**src/rtl/sha256_round_core_if.sv**
```systemverilog
// sha256_round_core_if
//   Bundles the control, W_t stream and result signals of sha256_round_core.
//   master : block sequencer / scheduler side (drives start, new_msg, h_in,
//            msg_block, w_valid, w_data; observes the rest)
//   slave  : the compression engine
//   Signals:
//     start, new_msg    - begin a compression; new_msg selects IV and clears Block
//     h_in[255:0]       - current digest H0..H7 (H0 in [255:224])
//     msg_block[511:0]  - M0..M15 (M0 in [511:480]), internal-schedule builds only
//     w_valid, w_data   - W_t offered by the scheduler
//     w_ready           - engine accepts W_t this cycle
//     busy, done        - compression in progress / one-cycle completion pulse
//     work_out[255:0]   - working variables a..h (a in [255:224])
//     Block[1:0]        - block sequencing code for the hash-word registers
interface sha256_round_core_if;
  logic         start;
  logic         new_msg;
  logic [255:0] h_in;
  logic [511:0] msg_block;
  logic         w_valid;
  logic [31:0]  w_data;
  logic         w_ready;
  logic         busy;
  logic         done;
  logic [255:0] work_out;
  logic [1:0]   Block;

  modport master (
    output start, new_msg, h_in, msg_block, w_valid, w_data,
    input  w_ready, busy, done, work_out, Block
  );

  modport slave (
    input  start, new_msg, h_in, msg_block, w_valid, w_data,
    output w_ready, busy, done, work_out, Block
  );
endinterface

```
**src/rtl/sha256_round_core.sv**
```systemverilog
// sha256_round_core
//   Runs the 64 SHA-256 rounds on one 512-bit block and presents the final
//   working variables a..h. The digest accumulation (H + a..h) is done by the
//   downstream hash-word registers, which decode the Block sequencing code.
//   Ports:
//     clk    - rising-edge clock
//     rst_n  - asynchronous active-low reset
//     bus    - sha256_round_core_if.slave (control, W_t stream, results)
//   Build option:
//     SHA_W_INTERNAL_EN - when defined, W_t is generated internally from
//                         msg_block by a 16-word sliding window; the W_t
//                         handshake is unused (w_ready held 0).
//
//   state   | meaning
//   S_IDLE  | waiting for start; a..h and Block hold
//   S_ROUND | one round per accepted W_t beat, round 0..63
//   S_DONE  | done pulse; Block advances 1<->2
module sha256_round_core (
  input  logic clk,
  input  logic rst_n,
  sha256_round_core_if.slave bus
);
  typedef enum logic [1:0] {S_IDLE, S_ROUND, S_DONE} state_t;

  localparam logic [255:0] IV = {
    32'h6a09e667, 32'hbb67ae85, 32'h3c6ef372, 32'ha54ff53a,
    32'h510e527f, 32'h9b05688c, 32'h1f83d9ab, 32'h5be0cd19};

  localparam logic [31:0] K_ROM [64] = '{
    32'h428a2f98, 32'h71374491, 32'hb5c0fbcf, 32'he9b5dba5, 32'h3956c25b, 32'h59f111f1, 32'h923f82a4, 32'hab1c5ed5,
    32'hd807aa98, 32'h12835b01, 32'h243185be, 32'h550c7dc3, 32'h72be5d74, 32'h80deb1fe, 32'h9bdc06a7, 32'hc19bf174,
    32'he49b69c1, 32'hefbe4786, 32'h0fc19dc6, 32'h240ca1cc, 32'h2de92c6f, 32'h4a7484aa, 32'h5cb0a9dc, 32'h76f988da,
    32'h983e5152, 32'ha831c66d, 32'hb00327c8, 32'hbf597fc7, 32'hc6e00bf3, 32'hd5a79147, 32'h06ca6351, 32'h14292967,
    32'h27b70a85, 32'h2e1b2138, 32'h4d2c6dfc, 32'h53380d13, 32'h650a7354, 32'h766a0abb, 32'h81c2c92e, 32'h92722c85,
    32'ha2bfe8a1, 32'ha81a664b, 32'hc24b8b70, 32'hc76c51a3, 32'hd192e819, 32'hd6990624, 32'hf40e3585, 32'h106aa070,
    32'h19a4c116, 32'h1e376c08, 32'h2748774c, 32'h34b0bcb5, 32'h391c0cb3, 32'h4ed8aa4a, 32'h5b9cca4f, 32'h682e6ff3,
    32'h748f82ee, 32'h78a5636f, 32'h84c87814, 32'h8cc70208, 32'h90befffa, 32'ha4506ceb, 32'hbef9a3f7, 32'hc67178f2};

  function automatic logic [31:0] f_bsig0(input logic [31:0] x);
    return {x[1:0], x[31:2]} ^ {x[12:0], x[31:13]} ^ {x[21:0], x[31:22]};
  endfunction

  function automatic logic [31:0] f_bsig1(input logic [31:0] x);
    return {x[5:0], x[31:6]} ^ {x[10:0], x[31:11]} ^ {x[24:0], x[31:25]};
  endfunction

  state_t      r_state, w_state_nxt;
  logic [5:0]  r_round;
  logic [31:0] r_a, r_b, r_c, r_d, r_e, r_f, r_g, r_h;
  logic [1:0]  r_block;
  logic        w_beat;
  logic        w_ready_int;
  logic [31:0] w_wt, w_t1, w_t2;

`ifdef SHA_W_INTERNAL_EN
  function automatic logic [31:0] f_ssig0(input logic [31:0] x);
    return {x[6:0], x[31:7]} ^ {x[17:0], x[31:18]} ^ {3'b000, x[31:3]};
  endfunction

  function automatic logic [31:0] f_ssig1(input logic [31:0] x);
    return {x[16:0], x[31:17]} ^ {x[18:0], x[31:19]} ^ {10'b0, x[31:10]};
  endfunction

  // r_win[0] is W_t; r_win[15] is W_{t+15}. Each round shifts in W_{t+16}.
  logic [31:0] r_win [16];
  logic [31:0] w_win_nxt;
  logic        w_unused_stream;

  assign w_unused_stream = bus.w_valid ^ (^bus.w_data);
  assign w_ready_int     = 1'b0;
  assign w_beat          = (r_state == S_ROUND);
  assign w_wt            = r_win[0];
  assign w_win_nxt       = f_ssig1(r_win[14]) + r_win[9] + f_ssig0(r_win[1]) + r_win[0];

  always_ff @(posedge clk or negedge rst_n) begin
    if (!rst_n) begin
      for (int i = 0; i < 16; i++) r_win[i] <= '0;
    end else if (r_state == S_IDLE && bus.start) begin
      for (int i = 0; i < 16; i++) r_win[i] <= bus.msg_block[511 - 32*i -: 32];
    end else if (w_beat) begin
      for (int i = 0; i < 15; i++) r_win[i] <= r_win[i+1];
      r_win[15] <= w_win_nxt;
    end
  end
`else
  logic w_unused_msg;

  assign w_unused_msg = ^bus.msg_block;
  assign w_ready_int  = (r_state == S_ROUND);
  assign w_beat       = bus.w_valid && w_ready_int;
  assign w_wt         = bus.w_data;
`endif

  assign w_t1 = r_h + f_bsig1(r_e) + ((r_e & r_f) ^ (~r_e & r_g)) + K_ROM[r_round] + w_wt;
  assign w_t2 = f_bsig0(r_a) + ((r_a & r_b) ^ (r_a & r_c) ^ (r_b & r_c));

  always_ff @(posedge clk or negedge rst_n) begin
    if (!rst_n) r_state <= S_IDLE;
    else        r_state <= w_state_nxt;
  end

  always_comb begin
    w_state_nxt = r_state;
    case (r_state)
      S_IDLE:  if (bus.start) w_state_nxt = S_ROUND;
      S_ROUND: if (w_beat && r_round == 6'd63) w_state_nxt = S_DONE;
      S_DONE:  w_state_nxt = S_IDLE;
      default: w_state_nxt = S_IDLE;
    endcase
  end

  always_comb begin
    bus.busy    = 1'b0;
    bus.done    = 1'b0;
    bus.w_ready = 1'b0;
    case (r_state)
      S_ROUND: begin
        bus.busy    = 1'b1;
        bus.w_ready = w_ready_int;
      end
      S_DONE: begin
        bus.busy = 1'b1;
        bus.done = 1'b1;
      end
      default: ;
    endcase
  end

  always_ff @(posedge clk or negedge rst_n) begin
    if (!rst_n) begin
      r_round <= '0;
      {r_a, r_b, r_c, r_d, r_e, r_f, r_g, r_h} <= '0;
      r_block <= 2'd0;
    end else begin
      case (r_state)
        S_IDLE: if (bus.start) begin
          r_round <= '0;
          {r_a, r_b, r_c, r_d, r_e, r_f, r_g, r_h} <= bus.new_msg ? IV : bus.h_in;
          if (bus.new_msg) r_block <= 2'd0;
        end
        S_ROUND: if (w_beat) begin
          r_h     <= r_g;
          r_g     <= r_f;
          r_f     <= r_e;
          r_e     <= r_d + w_t1;
          r_d     <= r_c;
          r_c     <= r_b;
          r_b     <= r_a;
          r_a     <= w_t1 + w_t2;
          r_round <= r_round + 6'd1;
        end
        // Block 0 (fresh IV) and 2 both advance to 1; only 1 advances to 2.
        S_DONE: r_block <= (r_block == 2'd1) ? 2'd2 : 2'd1;
        default: ;
      endcase
    end
  end

  assign bus.work_out = {r_a, r_b, r_c, r_d, r_e, r_f, r_g, r_h};
  assign bus.Block    = r_block;
endmodule

```
**src/flat_wrapper.sv**
```systemverilog
// flat-port wrapper written by rule: the top's interface ports become plain ports
module sha256_round_core_flat 
  (clk, rst_n, bus_start, bus_new_msg, bus_h_in, bus_msg_block, bus_w_valid, bus_w_data, bus_w_ready, bus_busy, bus_done, bus_work_out, bus_Block);
  sha256_round_core_if bus_i ();
  input  logic clk;
  input  logic rst_n;
  input wire logic [$bits(bus_i.start)-1:0] bus_start;
  input wire logic [$bits(bus_i.new_msg)-1:0] bus_new_msg;
  input wire logic [$bits(bus_i.h_in)-1:0] bus_h_in;
  input wire logic [$bits(bus_i.msg_block)-1:0] bus_msg_block;
  input wire logic [$bits(bus_i.w_valid)-1:0] bus_w_valid;
  input wire logic [$bits(bus_i.w_data)-1:0] bus_w_data;
  output wire logic [$bits(bus_i.w_ready)-1:0] bus_w_ready;
  output wire logic [$bits(bus_i.busy)-1:0] bus_busy;
  output wire logic [$bits(bus_i.done)-1:0] bus_done;
  output wire logic [$bits(bus_i.work_out)-1:0] bus_work_out;
  output wire logic [$bits(bus_i.Block)-1:0] bus_Block;
  assign bus_i.start = bus_start;
  assign bus_i.new_msg = bus_new_msg;
  assign bus_i.h_in = bus_h_in;
  assign bus_i.msg_block = bus_msg_block;
  assign bus_i.w_valid = bus_w_valid;
  assign bus_i.w_data = bus_w_data;
  assign bus_w_ready = bus_i.w_ready;
  assign bus_busy = bus_i.busy;
  assign bus_done = bus_i.done;
  assign bus_work_out = bus_i.work_out;
  assign bus_Block = bus_i.Block;
  sha256_round_core u_core (.clk(clk), .rst_n(rst_n), .bus(bus_i));
endmodule
```
**config.mk**
```make
export PLATFORM = sky130hd
export DESIGN_NAME = sha256_round_core_flat
export DESIGN_NICKNAME = d
export VERILOG_FILES = /design/src/rtl/sha256_round_core_if.sv /design/src/rtl/sha256_round_core.sv /design/src/flat_wrapper.sv
export SDC_FILE = /design/constraint.sdc
export NUM_CORES = 1
export LEC_CHECK = 0
export ABC_CLOCK_PERIOD_IN_PS = 7400
export CAP_MARGIN = 20
export CORE_AREA = 10 10 405 407
export CTS_CLUSTER_DIAMETER = 60
export CTS_CLUSTER_SIZE = 30
export DETAILED_ROUTE_END_ITERATION = 10
export DIE_AREA = 0 0 415 417
export PLACE_DENSITY = 0.43
export SLEW_MARGIN = 15
export SYNTH_ARGS = -nofsm -noshare
export SYNTH_HDL_FRONTEND = slang
export SYNTH_SLANG_ARGS = --single-unit
```
**constraint.sdc**
```tcl
create_clock -name clk -period 7.4 [get_ports clk]
set_input_delay 1.48 -clock clk [delete_from_list [all_inputs] [get_ports clk]]
set_output_delay 1.48 -clock clk [all_outputs]
set_load 0.02 [all_outputs]
```
==> results of run 1 <==
==> sequential cells by signal (all words and copies together) (netlist names), 32 cells and up <==
signal / count
u_core.r_c: 32
u_core.r_f: 32
u_core.r_d: 32
u_core.r_e: 32
u_core.r_a: 32
u_core.r_g: 32
u_core.r_h: 32
u_core.r_b: 32
==> worst reg2reg max path, delay by kind of cell, from the launching register on <==
family | cells | cell delay, ps
AOI/OAI and AO/OA | 15 | 2440
DFF | 1 | 500
xor gates and xnor gates | 2 | 290
buffers and inverters | 8 | 1050
adders and majority gates | 7 | 2880
and+or+nand+nor | 5 | 880
==> layout by cell type (no fill, tap or decap), types with 32 or more instances in the layout <==
master / netlist / routed
a221oi_1: 41 / 33
xnor2_1: 143 / 131
clkdlybuf4s50_1: 0 / 552
buf_6: 0 / 40
a21oi_2: 2 / 36
buf_4: 0 / 621
o22ai_1: 119 / 117
ha_1: 114 / 77
inv_1: 195 / 182
nand3_1: 43 / 36
xor2_1: 67 / 59
fa_1: 125 / 121
o21ai_0: 217 / 180
clkbuf_16: 0 / 50
dfrtp_1: 266 / 260
ha_4: 0 / 32
a21o_1: 44 / 44
nand2_1: 215 / 198
a21oi_1: 320 / 280
nor2_1: 355 / 326
==> routing by layer <==
metal | wire length (um) | GRT usage, %
met4 | 7560 | 7.35
met5 | 162 | 0
met3 | 11700 | 4.85
met2 | 86800 | 33.9
met1 | 70500 | 23.1
==> timing repair <==
action	in CTS	in global routing
gates cloned	0	0
endpoints found under the setup margin	42	42
gates resized for setup	327	108
endpoints found under the hold margin	0	0
buffers inserted	49	28
hold buffers	0	0
pin swaps	126	109
==> kinds of logic after synthesis <==
family | synth area share (%)
AO/OA/AOI/OAI | 24.5
XOR/XNOR | 7.75
adder cells (fa/ha/maj) | 17.5
buffers and inverters | 6.89
flip-flops | 28.1
multiplexers | 2.01
AND/OR/NAND/NOR | 13.3
==> Yosys cell counts (4+ instances only) <==
| library cell | n | area (um2) |
|---|---|---|
| a22oi_1 | 16 | 120 |
| buf_1 | 25 | 93.8 |
| mux2_2 | 21 | 236 |
| ha_1 | 114 | 1430 |
| a2111oi_2 | 5 | 75.1 |
| o31a_1 | 4 | 35.0 |
| or2_2 | 5 | 31.3 |
| nand3_1 | 43 | 215 |
| xnor2_1 | 143 | 1250 |
| o31ai_1 | 9 | 67.6 |
| o21bai_1 | 11 | 82.6 |
| mux4_2 | 4 | 90.1 |
| o221ai_1 | 9 | 78.8 |
| dfrtp_1 | 266 | 6660 |
| o211ai_1 | 20 | 150 |
| a311oi_1 | 17 | 149 |
| fa_1 | 125 | 2500 |
| a221oi_1 | 41 | 359 |
| o21a_1 | 16 | 120 |
| nand4b_1 | 4 | 35.0 |
| nand2b_1 | 19 | 119 |
| nor2b_1 | 9 | 56.3 |
| maj3_1 | 22 | 220 |
| and2_1 | 4 | 25.0 |
| nor3b_1 | 5 | 37.5 |
| xor2_1 | 67 | 587 |
| o22ai_1 | 119 | 744 |
| and3_1 | 11 | 68.8 |
| o21ai_1 | 10 | 50.1 |
| clkbuf_1 | 211 | 792 |
| o311ai_0 | 11 | 96.3 |
| o21ai_0 | 217 | 1090 |
| nand2_1 | 215 | 807 |
| a21boi_0 | 5 | 37.5 |
| a21o_1 | 44 | 330 |
| nor2_1 | 355 | 1330 |
| inv_1 | 195 | 732 |
| nand4_1 | 8 | 50.1 |
| a31oi_1 | 25 | 156 |
| a211oi_1 | 21 | 158 |
| mux2i_1 | 15 | 150 |
| or3_1 | 11 | 68.8 |
| nor3_1 | 34 | 170 |
| a21oi_1 | 320 | 1600 |
==> stage by stage <==
step / setup TNS, ps / hold WS, ps
floorplan: -7.15 / 517
global placement: -37330 / 497
detailed placement: -36360 / 511
CTS: -11020 / 524
global route: -21310 / 566
finish: -11240 / 523
==> path summary, 6_finish.rpt <==
| path | startpoint | to | slack [ps] | depth (start not counted) |
|---|---|---|---|---|
| setup / recovery | u_core.r_round[1] | u_core.r_a[31] | -790 | 37 |
| hold / removal | u_core.bus.Block[1] | u_core.bus.Block[1] | 520 | 2 |
| setup reg to reg | u_core.r_round[1] | u_core.r_a[31] | -790 | 37 |
| hold reg to reg | u_core.bus.Block[1] | u_core.bus.Block[1] | 520 | 2 |
| max in group asynchronous | rst_n | u_core.r_b[23] | 4920 | 2 |
| min in group asynchronous | rst_n | u_core.r_b[29] | 880 | 1 |
==> cell type report <==
class | count | area, um2 | area share [%]
multi-input combinational | 2200 | 17400 | 43.3
inverter | 198 | 761 | 1.89
sequential | 266 | 6670 | 16.6
clock inverter | 34 | 364 | 0.904
clock buffer | 56 | 1310 | 3.26
antenna | 13 | 32.5 | 0.0808
tap | 2058 | 2570 | 6.39
timing repair buffer | 1239 | 11100 | 27.7
==> impl_metrics.env, run 1 <==
export IMPL_grt_start_max_net_pins=92
export IMPL_crit_family="adder cells"
export IMPL_die_area_mm2=0.173
export IMPL_drtIter0Drc=1941
export IMPL_path_buf_inv=8
export IMPL_wl_per_cell_um=29.1
export IMPL_grt_pass1_vias=27530
export IMPL_cts_tree="yes"
export IMPL_syn2layout_area_growth_pct=69.7
export IMPL_finalCritPeriodShare_pct=111
export IMPL_place_ws_ps=-1550
export IMPL_max_slew_margin_pct=28.0
export IMPL_fill_cells=16982
export IMPL_post_drt_via_cell_ratio=4.41
export IMPL_synthArstFlopShare_pct=100
export IMPL_ys_warn_count=0
export IMPL_worst_slew_pin_slew_ps=1080
export IMPL_max_freq_ghz=0.122
export IMPL_cpMostUsedCell="fa_1"
export IMPL_cp_start_kind="flop"
export IMPL_gp_congestion=0.930
export IMPL_ios=1066
export IMPL_firstDrtPassIters=5
export IMPL_max_cap_violations=0
export IMPL_syn_area_mm2=0.0237
export IMPL_grtUsageTotal_pct=19.5
export IMPL_clk_insertion_delay_late_ps=650
export IMPL_num_vias=26746
export IMPL_clock_sinks=266
export IMPL_yosys_register_bits=266
export IMPL_netlist_cell_type_count=78
export IMPL_layout_drive_gt1_share_pct=27.6
export IMPL_synth_edf_count=0
export IMPL_portBuffers=553
export IMPL_ant_nets=0
export IMPL_hold_violations=0
export IMPL_dp_cells=5904
export IMPL_synth_flop_cell="dfrtp_1"
export IMPL_fin_cells=6064
export IMPL_fin_crit_ps=8190
export IMPL_violations="negative setup slack"
export IMPL_syn_nets=3945
export IMPL_start_util_pct=15.2
export IMPL_fin_util_pct=25.9
export IMPL_cts_reportedPaths_clkPinSlew_ps=60
export IMPL_dp_hpwl_um=145000
export IMPL_final_cell_area_mm2=0.0403
export IMPL_place_area_mm2=0.0361
export IMPL_worstSetupPathType="flop to flop"
export IMPL_syn_inst=2901
export IMPL_cpPeakStageDelay_ps=580
export IMPL_outcome="finished, violations left"
export IMPL_finalClockSkew_ps=49.2
export IMPL_fin_ws_ps=-786
export IMPL_cts_made_buffers=49
export IMPL_required_ps=7880
export IMPL_die_w_um=415
export IMPL_grt_overflow=0
export IMPL_coreArea_mm2=0.156
export IMPL_clk_path_buf_depth=3
export IMPL_htreeDepth=2
export IMPL_drt_total_wl_um=177000
export IMPL_drc=0
export IMPL_fp_row_count=145
export IMPL_cp_max_fo=5
export IMPL_antenna_found_initial=58
export IMPL_crit_arrival_ps=8670
export IMPL_ys_seq_area_share_pct=28.1
export IMPL_slew_violations=0
export IMPL_nNetsFinal=4998
export IMPL_clockRootBuffer="clkbuf_16"
export IMPL_crit_path_top_delay_cell="fa_1"
export IMPL_holdCritPathClass="flop to flop"
export IMPL_grt_pass1_wl_um=238000
export IMPL_postSynthAreaPerCell_um2=8.18
export IMPL_endpoint_kind="flop"
export IMPL_die_h_um=417
export IMPL_rsz0062_at_grt="true"
export IMPL_setup_violations_final=30
Power of run 1 is left out: the tool's default activity adds up to more than one toggle a clock period on the data nets, which glitch-free logic cannot reach.
==> run 2, diff against run 1 <==
Settings changed: CTS_CLUSTER_SIZE 30 to 16, GPL_TIMING_DRIVEN set to 0.
==> run 2 against run 1 <==
  * The run still ends with negative setup slack left
  * Final cell count is 5.5% lower
  * Clock-buffer cell count is 8 lower
  * Setup slack worse by 140 ps
  * Global-route usage is 2.6 points higher
  * Hold slack worse by 27 ps
  * First-iteration DRC count is 32% higher
  * Design area is 7.7% lower
  * Critical path depth is 1 lower
  * Fmax is 1.7% lower
  * Clock skew is 25 ps lower
  * Wire length is 14% higher
  * Via count is 2.1% higher
==> impl_metrics.env, run 2 (same netlist as run 1, synthesis figures left out) <==
export IMPL_outcome="finished, violations left"
export IMPL_violations="negative setup slack"
export IMPL_clock_sinks=266
export IMPL_gp_congestion=0.920
export IMPL_slew_violations=0
export IMPL_clk_path_buf_depth=3
export IMPL_layout_drive_gt1_share_pct=17.7
export IMPL_crit_family="adder cells"
export IMPL_hold_violations=0
export IMPL_start_util_pct=15.2
export IMPL_die_h_um=417
export IMPL_grt_pass1_vias=27431
export IMPL_rsz0062_at_grt="true"
export IMPL_endpoint_kind="flop"
export IMPL_dp_hpwl_um=166000
export IMPL_fill_cells=17214
export IMPL_max_freq_ghz=0.120
export IMPL_cpPeakStageDelay_ps=530
export IMPL_drc=0
export IMPL_cts_tree="yes"
export IMPL_die_area_mm2=0.173
export IMPL_antenna_found_initial=24
export IMPL_holdCritPathClass="flop to flop"
export IMPL_grtUsageTotal_pct=22.1
export IMPL_htreeDepth=2
export IMPL_portBuffers=553
export IMPL_fin_crit_ps=8330
export IMPL_cp_max_fo=10
export IMPL_finalClockSkew_ps=24.5
export IMPL_firstDrtPassIters=6
export IMPL_worst_slew_pin_slew_ps=1240
export IMPL_max_slew_margin_pct=17.2
export IMPL_nNetsFinal=4676
export IMPL_cts_reportedPaths_clkPinSlew_ps=60
export IMPL_grt_overflow=0
export IMPL_ios=1066
export IMPL_drtIter0Drc=2566
export IMPL_finalCritPeriodShare_pct=113
export IMPL_path_buf_inv=7
export IMPL_drt_total_wl_um=202000
export IMPL_post_drt_via_cell_ratio=4.77
export IMPL_worstSetupPathType="flop to flop"
export IMPL_required_ps=7870
export IMPL_ant_nets=0
export IMPL_final_cell_mix="clkdlybuf4s50_1 (552), nor2_1 (326), a21oi_1 (270), dfrtp_1 (262), nand2_1 (189)"
export IMPL_cts_made_buffers=41
export IMPL_fin_tns_setup_ps=-21470
export IMPL_max_cap_violations=0
export IMPL_die_w_um=415
export IMPL_crit_arrival_ps=8790
export IMPL_dp_cells=5519
export IMPL_fin_cells=5729
export IMPL_wl_per_cell_um=35.2
export IMPL_crit_path_top_delay_cell="fa_2"
export IMPL_coreArea_mm2=0.156
export IMPL_setup_violations_final=38
export IMPL_mostFrequentLayoutCell="clkdlybuf4s50_1"
export IMPL_fp_row_count=145
export IMPL_clk_insertion_delay_late_ps=610
export IMPL_grt_pass1_wl_um=263000
export IMPL_fin_ws_ps=-927
export IMPL_syn2layout_area_growth_pct=56.7
export IMPL_cp_start_kind="flop"
export IMPL_clockRootBuffer="clkbuf_16"
export IMPL_grt_start_max_net_pins=85
export IMPL_num_vias=27300
export IMPL_cts_hold_repair_buffers=0
## run 2: changes by cell type in the layout (fill, tap and decap cells not counted), sizes merged
cell	delta
clkinv	+1
buf	-513
inv	-7
diode	-6
clkinvlp	+1
bufinv	-2
clkbuf	+191
## run 2: stage by stage
step	area, um2	util, %	hold slack, ps	worst slack (ps)
3_5_place_dp	32100	20.6	494	-3220
6_report	37200	23.9	496	-927
5_1_grt	37200	23.9	524	-1090
3_3_place_gp	32000	20.5	492	-9870
4_1_cts	36200	23.3	506	-833
2_1_floorplan	23900	-	517	-7.15
## run 2: final timing paths
kind                                startpoint                   to  slack [ps]  cells past startpoint
max                          u_core.r_round[3]       u_core.r_a[30]        -930                     36
min                        u_core.bus.Block[1]  u_core.bus.Block[1]         500                      2
max reg2reg                  u_core.r_round[3]       u_core.r_a[30]        -930                     36
min reg2reg                u_core.bus.Block[1]  u_core.bus.Block[1]         500                      2
max in group asynchronous                rst_n       u_core.r_f[16]        5390                      3
min in group asynchronous                rst_n       u_core.r_c[24]         820                      1
## run 2: layout make-up
class	count	area, um2	share of cell area (%)
multi-input cells	2200	17700	47.7
repair buffers	696	6820	18.3
flip-flops and latches	266	6660	17.9
well taps	2058	2570	6.93
plain buffers	229	1150	3.10
clock buffers	48	1120	3.02
inverters	198	782	2.10
clock inverters	27	318	0.855
diodes	7	17.5	0.0471
## run 2: timing repair
action,CTS,global route
gates cloned,1,0
setup buffers,106,33
pin swaps,140,130
endpoints found under the setup margin,57,42
resized for setup,435,158
## run 2: layer usage
metal	vias up	global-route usage (%)	routed length, um
li1	11586	-	-
met1	14012	25.3	75600
met2	1374	38.6	98200
met3	318	5.23	15400
met4	10	10.8	12700
met5	-	0	67
## run 2: tightest hold or removal path, stage by stage, from the launching register on
cell	delay [ps]
dfrtp_1	350
nand2_1	50
o21ai_0	50
Power of run 2 is left out for the same reason.
